<file path="src/rtl/mc_ctrl.sv">
// Multi-cycle MIPS control FSM: sequences addu/subu/slt/ori/lui/addi/lw/sw/beq/j and drives ALU op plus all datapath controls.
// Optional build macro ADDI_OFLOW_EN: suppresses the register write of an overflowing addi.
module mc_ctrl #(
    parameter bit ILLEGAL_HALT = 1'b1
) (
    input  logic       clk,
    input  logic       rst,
    input  logic [5:0] opcode,
    input  logic [5:0] funct,
    input  logic       zero,
    input  logic       oflow,
    output logic [2:0] aluop,
    output logic       alu_src_a,
    output logic [1:0] alu_src_b,
    output logic       ext_op,
    output logic       pc_wr,
    output logic [1:0] pc_src,
    output logic       iord,
    output logic       mem_wr,
    output logic       ir_wr,
    output logic       reg_wr,
    output logic       reg_dst,
    output logic       mem_to_reg,
    output logic [3:0] state,
    output logic       instr_done,
    output logic       halted
);

    typedef enum logic [3:0] {
        S_FETCH  = 4'd0,
        S_DECODE = 4'd1,
        S_MEMADR = 4'd2,
        S_MEMRD  = 4'd3,
        S_MEMWB  = 4'd4,
        S_MEMWR  = 4'd5,
        S_REXEC  = 4'd6,
        S_RWB    = 4'd7,
        S_IEXEC  = 4'd8,
        S_IWB    = 4'd9,
        S_BRANCH = 4'd10,
        S_JUMP   = 4'd11,
        S_HALT   = 4'd15
    } state_t;

    localparam logic [5:0] OP_RTYPE = 6'b000000;
    localparam logic [5:0] OP_ADDI  = 6'b001000;
    localparam logic [5:0] OP_ORI   = 6'b001101;
    localparam logic [5:0] OP_LUI   = 6'b001111;
    localparam logic [5:0] OP_LW    = 6'b100011;
    localparam logic [5:0] OP_SW    = 6'b101011;
    localparam logic [5:0] OP_BEQ   = 6'b000100;
    localparam logic [5:0] OP_J     = 6'b000010;
    localparam logic [5:0] FN_ADDU  = 6'b100001;
    localparam logic [5:0] FN_SUBU  = 6'b100011;
    localparam logic [5:0] FN_SLT   = 6'b101010;

    localparam logic [2:0] ALU_ADD = 3'b000;
    localparam logic [2:0] ALU_OR  = 3'b001;
    localparam logic [2:0] ALU_SLT = 3'b010;
    localparam logic [2:0] ALU_SUB = 3'b011;
    localparam logic [2:0] ALU_LUI = 3'b100;

    state_t     state_q;
    state_t     state_d;
    state_t     dec_next_s;
    logic       illegal_s;
    logic       r_legal_s;
    logic [2:0] aluop_s;
    logic       alu_src_a_s;
    logic [1:0] alu_src_b_s;
    logic       ext_op_s;
    logic       pc_wr_s;
    logic [1:0] pc_src_s;
    logic       iord_s;
    logic       mem_wr_s;
    logic       ir_wr_s;
    logic       reg_wr_s;
    logic       reg_dst_s;
    logic       mem_to_reg_s;
    logic       instr_done_s;
    logic       iwb_wr_s;

`ifdef ADDI_OFLOW_EN
    assign iwb_wr_s = ~((opcode == OP_ADDI) & oflow);
`else
    logic unused_oflow_s;
    assign unused_oflow_s = oflow;
    assign iwb_wr_s       = 1'b1;
`endif

    // Instruction decode: dispatch target for the DECODE state and illegal detection
    always_comb begin
        r_legal_s  = (funct == FN_ADDU) || (funct == FN_SUBU) || (funct == FN_SLT);
        illegal_s  = 1'b0;
        dec_next_s = S_FETCH;
        case (opcode)
            OP_RTYPE: begin
                if (r_legal_s) begin
                    dec_next_s = S_REXEC;
                end else begin
                    illegal_s = 1'b1;
                end
            end
            OP_ADDI, OP_ORI, OP_LUI: dec_next_s = S_IEXEC;
            OP_LW, OP_SW:            dec_next_s = S_MEMADR;
            OP_BEQ:                  dec_next_s = S_BRANCH;
            OP_J:                    dec_next_s = S_JUMP;
            default:                 illegal_s  = 1'b1;
        endcase
    end

    // Next-state selection
    always_comb begin
        state_d = S_FETCH;
        case (state_q)
            S_FETCH:  state_d = S_DECODE;
            S_DECODE: begin
                if (!illegal_s) begin
                    state_d = dec_next_s;
                end else if (ILLEGAL_HALT) begin
                    state_d = S_HALT;
                end else begin
                    state_d = S_FETCH;
                end
            end
            S_MEMADR: begin
                if (opcode == OP_SW) begin
                    state_d = S_MEMWR;
                end else begin
                    state_d = S_MEMRD;
                end
            end
            S_MEMRD:  state_d = S_MEMWB;
            S_REXEC:  state_d = S_RWB;
            S_IEXEC:  state_d = S_IWB;
            S_HALT:   state_d = S_HALT;
            default:  state_d = S_FETCH;
        endcase
    end

    // State register
    always_ff @(posedge clk) begin
        if (rst) begin
            state_q <= S_FETCH;
        end else begin
            state_q <= state_d;
        end
    end

    // Moore output decode from the current state
    always_comb begin
        aluop_s      = ALU_ADD;
        alu_src_a_s  = 1'b0;
        alu_src_b_s  = 2'b00;
        ext_op_s     = 1'b0;
        pc_wr_s      = 1'b0;
        pc_src_s     = 2'b00;
        iord_s       = 1'b0;
        mem_wr_s     = 1'b0;
        ir_wr_s      = 1'b0;
        reg_wr_s     = 1'b0;
        reg_dst_s    = 1'b0;
        mem_to_reg_s = 1'b0;
        instr_done_s = 1'b0;
        case (state_q)
            S_FETCH: begin
                alu_src_b_s = 2'b01;
                ir_wr_s     = 1'b1;
                pc_wr_s     = 1'b1;
            end
            S_DECODE: begin
                alu_src_b_s  = 2'b11;
                ext_op_s     = 1'b1;
                instr_done_s = illegal_s & ~ILLEGAL_HALT;
            end
            S_MEMADR: begin
                alu_src_a_s = 1'b1;
                alu_src_b_s = 2'b10;
                ext_op_s    = 1'b1;
            end
            S_MEMRD: iord_s = 1'b1;
            S_MEMWB: begin
                mem_to_reg_s = 1'b1;
                reg_wr_s     = 1'b1;
                instr_done_s = 1'b1;
            end
            S_MEMWR: begin
                iord_s       = 1'b1;
                mem_wr_s     = 1'b1;
                instr_done_s = 1'b1;
            end
            S_REXEC: begin
                alu_src_a_s = 1'b1;
                case (funct)
                    FN_SUBU: aluop_s = ALU_SUB;
                    FN_SLT:  aluop_s = ALU_SLT;
                    default: aluop_s = ALU_ADD;
                endcase
            end
            S_RWB: begin
                reg_dst_s    = 1'b1;
                reg_wr_s     = 1'b1;
                instr_done_s = 1'b1;
            end
            S_IEXEC: begin
                alu_src_a_s = 1'b1;
                alu_src_b_s = 2'b10;
                case (opcode)
                    OP_ORI:  aluop_s = ALU_OR;
                    OP_LUI:  aluop_s = ALU_LUI;
                    default: ext_op_s = 1'b1;
                endcase
            end
            S_IWB: begin
                reg_wr_s     = iwb_wr_s;
                instr_done_s = 1'b1;
            end
            S_BRANCH: begin
                alu_src_a_s  = 1'b1;
                aluop_s      = ALU_SUB;
                pc_src_s     = 2'b01;
                pc_wr_s      = zero;
                instr_done_s = 1'b1;
            end
            S_JUMP: begin
                pc_src_s     = 2'b10;
                pc_wr_s      = 1'b1;
                instr_done_s = 1'b1;
            end
            default: begin
                aluop_s = ALU_ADD;
            end
        endcase
    end

    // Reset cycle aborts the instruction: no write enable and all mux selects parked at 0
    assign aluop      = rst ? 3'b000 : aluop_s;
    assign alu_src_a  = alu_src_a_s & ~rst;
    assign alu_src_b  = rst ? 2'b00 : alu_src_b_s;
    assign ext_op     = ext_op_s & ~rst;
    assign pc_wr      = pc_wr_s & ~rst;
    assign pc_src     = rst ? 2'b00 : pc_src_s;
    assign iord       = iord_s & ~rst;
    assign mem_wr     = mem_wr_s & ~rst;
    assign ir_wr      = ir_wr_s & ~rst;
    assign reg_wr     = reg_wr_s & ~rst;
    assign reg_dst    = reg_dst_s & ~rst;
    assign mem_to_reg = mem_to_reg_s & ~rst;
    assign instr_done = instr_done_s & ~rst;
    assign halted     = (state_q == S_HALT);
    assign state      = state_q;

endmodule

</file>
<file path="config.mk">
export PLATFORM = sky130hd
export DESIGN_NAME = mc_ctrl
export DESIGN_NICKNAME = d
export VERILOG_FILES = /design/src/rtl/mc_ctrl.sv
export SDC_FILE = /design/constraint.sdc
export NUM_CORES = 1
export LEC_CHECK = 0
export CELL_PAD_IN_SITES_DETAIL_PLACEMENT = 1
export CELL_PAD_IN_SITES_GLOBAL_PLACEMENT = 2
export CORE_MARGIN = 2
export CORE_UTILIZATION = 21
export DETAILED_ROUTE_END_ITERATION = 7
export HOLD_SLACK_MARGIN = 0.06
export PLACE_DENSITY = 0.82
export REMOVE_ABC_BUFFERS = 1
export SETUP_SLACK_MARGIN = 0.05
export SLEW_MARGIN = 40
export SYNTH_ARGS = -nofsm -noshare
export SYNTH_HDL_FRONTEND = slang
export SYNTH_SLANG_ARGS = --single-unit
</file>
<file path="constraint.sdc">
create_clock -name clk -period 4.8 [get_ports clk]
set_input_delay 0.96 -clock clk [delete_from_list [all_inputs] [get_ports clk]]
set_output_delay 0.96 -clock clk [all_outputs]
set_load 0.01 [all_outputs]
</file>
==> results.json <==
{
  "clock_latency_ns": 0.25,
  "muxShareOfSynthArea_pct": 0,
  "area_growth_pct": 51.5,
  "synth-compound-area-share_pct": 33.8,
  "finalHoldViolCount": 0,
  "pwr-share-comb_pct": 67.9,
  "p_total_w": 0.000525,
  "fill_cells": 455,
  "final.min_clock_period_ns": 4.32,
  "hold_path.class": "register to register",
  "viasPerCell": 5.13,
  "multiInputGateArea_um2": 616,
  "final_antenna_net_count": 0,
  "wl_met3_um": 150,
  "ir_worst_vdd_uv": 306,
  "synth-xor-area-share_pct": 4.58,
  "syn_area_um2": 766,
  "leakagePower_nw": 0.398,
  "synth_area_leaders": "dfxtp_1 10%, nor3_1 7.2%, nor2_1 6.9%, a21oi_1 6.5%, o21ai_0 6.5%",
  "drive_gt1_share_pct": 5.33,
  "ctsResizeCount": 0,
  "tns_ns": 0,
  "first_global_vias": 1050,
  "drc_errors": 0,
  "synthArstFlopShare_pct": 0,
  "place.gp.congestion": 0.762,
  "slew_viol_final": 0,
  "top_layer": "met4",
  "die_w_um": 64.4,
  "dr_wl_met2_um": 1290,
  "drt-initial-drc-count": 19,
  "start_util_pct": 22.4,
  "synthSimpleGateAreaFrac_pct": 40.7,
  "final_nets": 168,
  "cp_data_required_time_ns": 3.84,
  "wire_per_inst_um": 14.3,
  "synth_top_area_cell": "dfxtp_1",
  "design.core.area_mm2": 0.00342,
  "start_kind": "input pin",
  "p_seq_share_pct": 23.5,
  "synthFlopType": "dfxtp_1",
  "status": "completed",
  "synth_common_cells": "14 x nor2_1, 11 x nor3_1, 10 x a21oi_1, 10 x o21ai_0, 8 x clkbuf_1",
  "max_freq_ghz": 0.232,
  "synth-edff-count": 0,
  "cts-root-buf": "clkbuf_4",
  "post-cts-setup-buffers": 0,
  "synth_top_area_share_pct": 10.5,
  "grt_max_degree": 28,
  "track_usage_pct": 14.3,
  "cap_violations": 0,
  "cts.sinks": 4,
  "end_kind": "primary output",
  "hpwl_um": 2070,
  "die_area_mm2": 0.00415,
  "largest_reg_flops": 4,
  "synthAdderAreaFrac_pct": 1.31,
  "crit_type": "input pin to primary output",
  "wirelength_um": 2810,
  "regArea_um2": 81.3,
  "fin_cells": 196,
  "grt_pass1_wl_um": 4820,
  "rsz0062_at_grt": "false",
  "clock_power_share_pct": 8.6,
  "place_area_mm2": 0.00114,
  "diodes": 0,
  "routed-via-count": 1006,
  "design_area_mm2": 0.00116,
  "first_pass_iters": 4,
  "clk_pin_slew_ns": 0.04,
  "finClkSkew_ns": 0.00502,
  "dieHeight_um": 64.4,
  "p_sw_share_pct": 50.8,
  "yosysWarnings": 0,
  "yosysMostFrequentCell": "nor2_1",
  "crit_arrival_ns": 3.36,
  "gr-total-overflow": 0,
  "worstMarginPinSlew_ns": 0.704,
  "relSlewSlack_pct": 53.0,
  "synth_top_family_by_area": "simple AND/OR/NAND/NOR gates",
  "cp_max_fo": 10,
  "cts_tree": "yes",
  "placedCellCount": 193,
  "cts_max_level": 1,
  "whs_ns": 0.733,
  "avgSynthCellArea_um2": 6.28,
  "p_int_w": 0.000258,
  "wl_met1_um": 1340,
  "seq_area_frac_synth_pct": 10.5,
  "ios": 38,
  "cts_buffer_depth": 2,
  "num_rows": 21,
  "power.density_mw_per_mm2": 453,
  "setup_viol": 0,
  "antenna_found_initial": 0,
  "cts-hold-fix-buffers": 0,
  "ys_types": 41,
  "synth-seq-cells": 4,
  "power_switching_w": 0.000267,
  "synthCells": 122,
  "cts_buffers": 3,
  "final.period_utilization_pct": 90.0,
  "port_buffers": 36
}
## per-layer routing
layer	vias to the layer above	GRT usage [%]
li1	504	-
met2	28	23.3
met3	4	4.05
met1	470	18.8
met4	0	3.19
met5	-	0
## layout by cell type (no fill, tap or decap), types with 4 or more instances in the layout
master / instances
clkdlybuf4s50_1: 36
nor2_1: 14
nor3_1: 11
o21ai_0: 10
a21oi_1: 10
nand2_1: 7
nand2b_1: 5
and3_1: 4
inv_1: 4
## kinds of logic (layout without fill, tap and decap cells)
| kind of cell | after synthesis | count (layout) |
|---|---|---|
| adder cells (fa/ha/maj) | 1 | 1 |
| AND/OR/NAND/NOR | 58 | 58 |
| XOR/XNOR | 4 | 4 |
| buffers and inverters | 16 | 44 |
| AO/OA/AOI/OAI | 39 | 39 |
| flip-flops | 4 | 4 |
## power groups by stage
stage / Combinational [W] / Sequential (W) / Clock [W]
global route: 0.000397 / 0.000132 / 0.0000495
floorplan: 0.000197 / 0.000106 / 0
global placement: 0.000350 / 0.000120 / 0
CTS: 0.000359 / 0.000122 / 0.0000472
detailed placement: 0.000357 / 0.000123 / 0
finish: 0.000357 / 0.000124 / 0.0000450
## metrics by stage
stage	utilization [%]	worst slack, ns
after floorplan	-	1.66
after global placement	33.3	0.523
after detailed placement	33.3	0.470
after CTS	33.9	0.470
after global routing	34.0	0.333
final	34.0	0.482
## path summary, 6_finish.rpt
check | from | to | slack, ns | cells past startpoint
worst max-delay path | opcode[2] | aluop[0] | 0.48 | 6
worst min-delay path | state[0] | state[3] | 0.73 | 2
worst max register to register | state[2] | state[1] | 2.96 | 4
worst min register to register | state[0] | state[3] | 0.73 | 2
## layout make-up
type,count,share of cell area [%]
Multi-Input combinational cell,102,53.1
Timing Repair Buffer,37,31.7
Sequential cell,4,7.01
Tap cell,46,4.96
Clock buffer,3,1.94
Inverter,4,1.29
## worst max-delay path, cell delays in order
cell and delay, ns:
clkdlybuf4s50_1 0.67, nand3_1 0.20, or3_1 0.37, a2bb2oi_1 0.15
a2111oi_2 0.39, clkdlybuf4s50_1 0.61
Power figures use the tool's default switching activity.
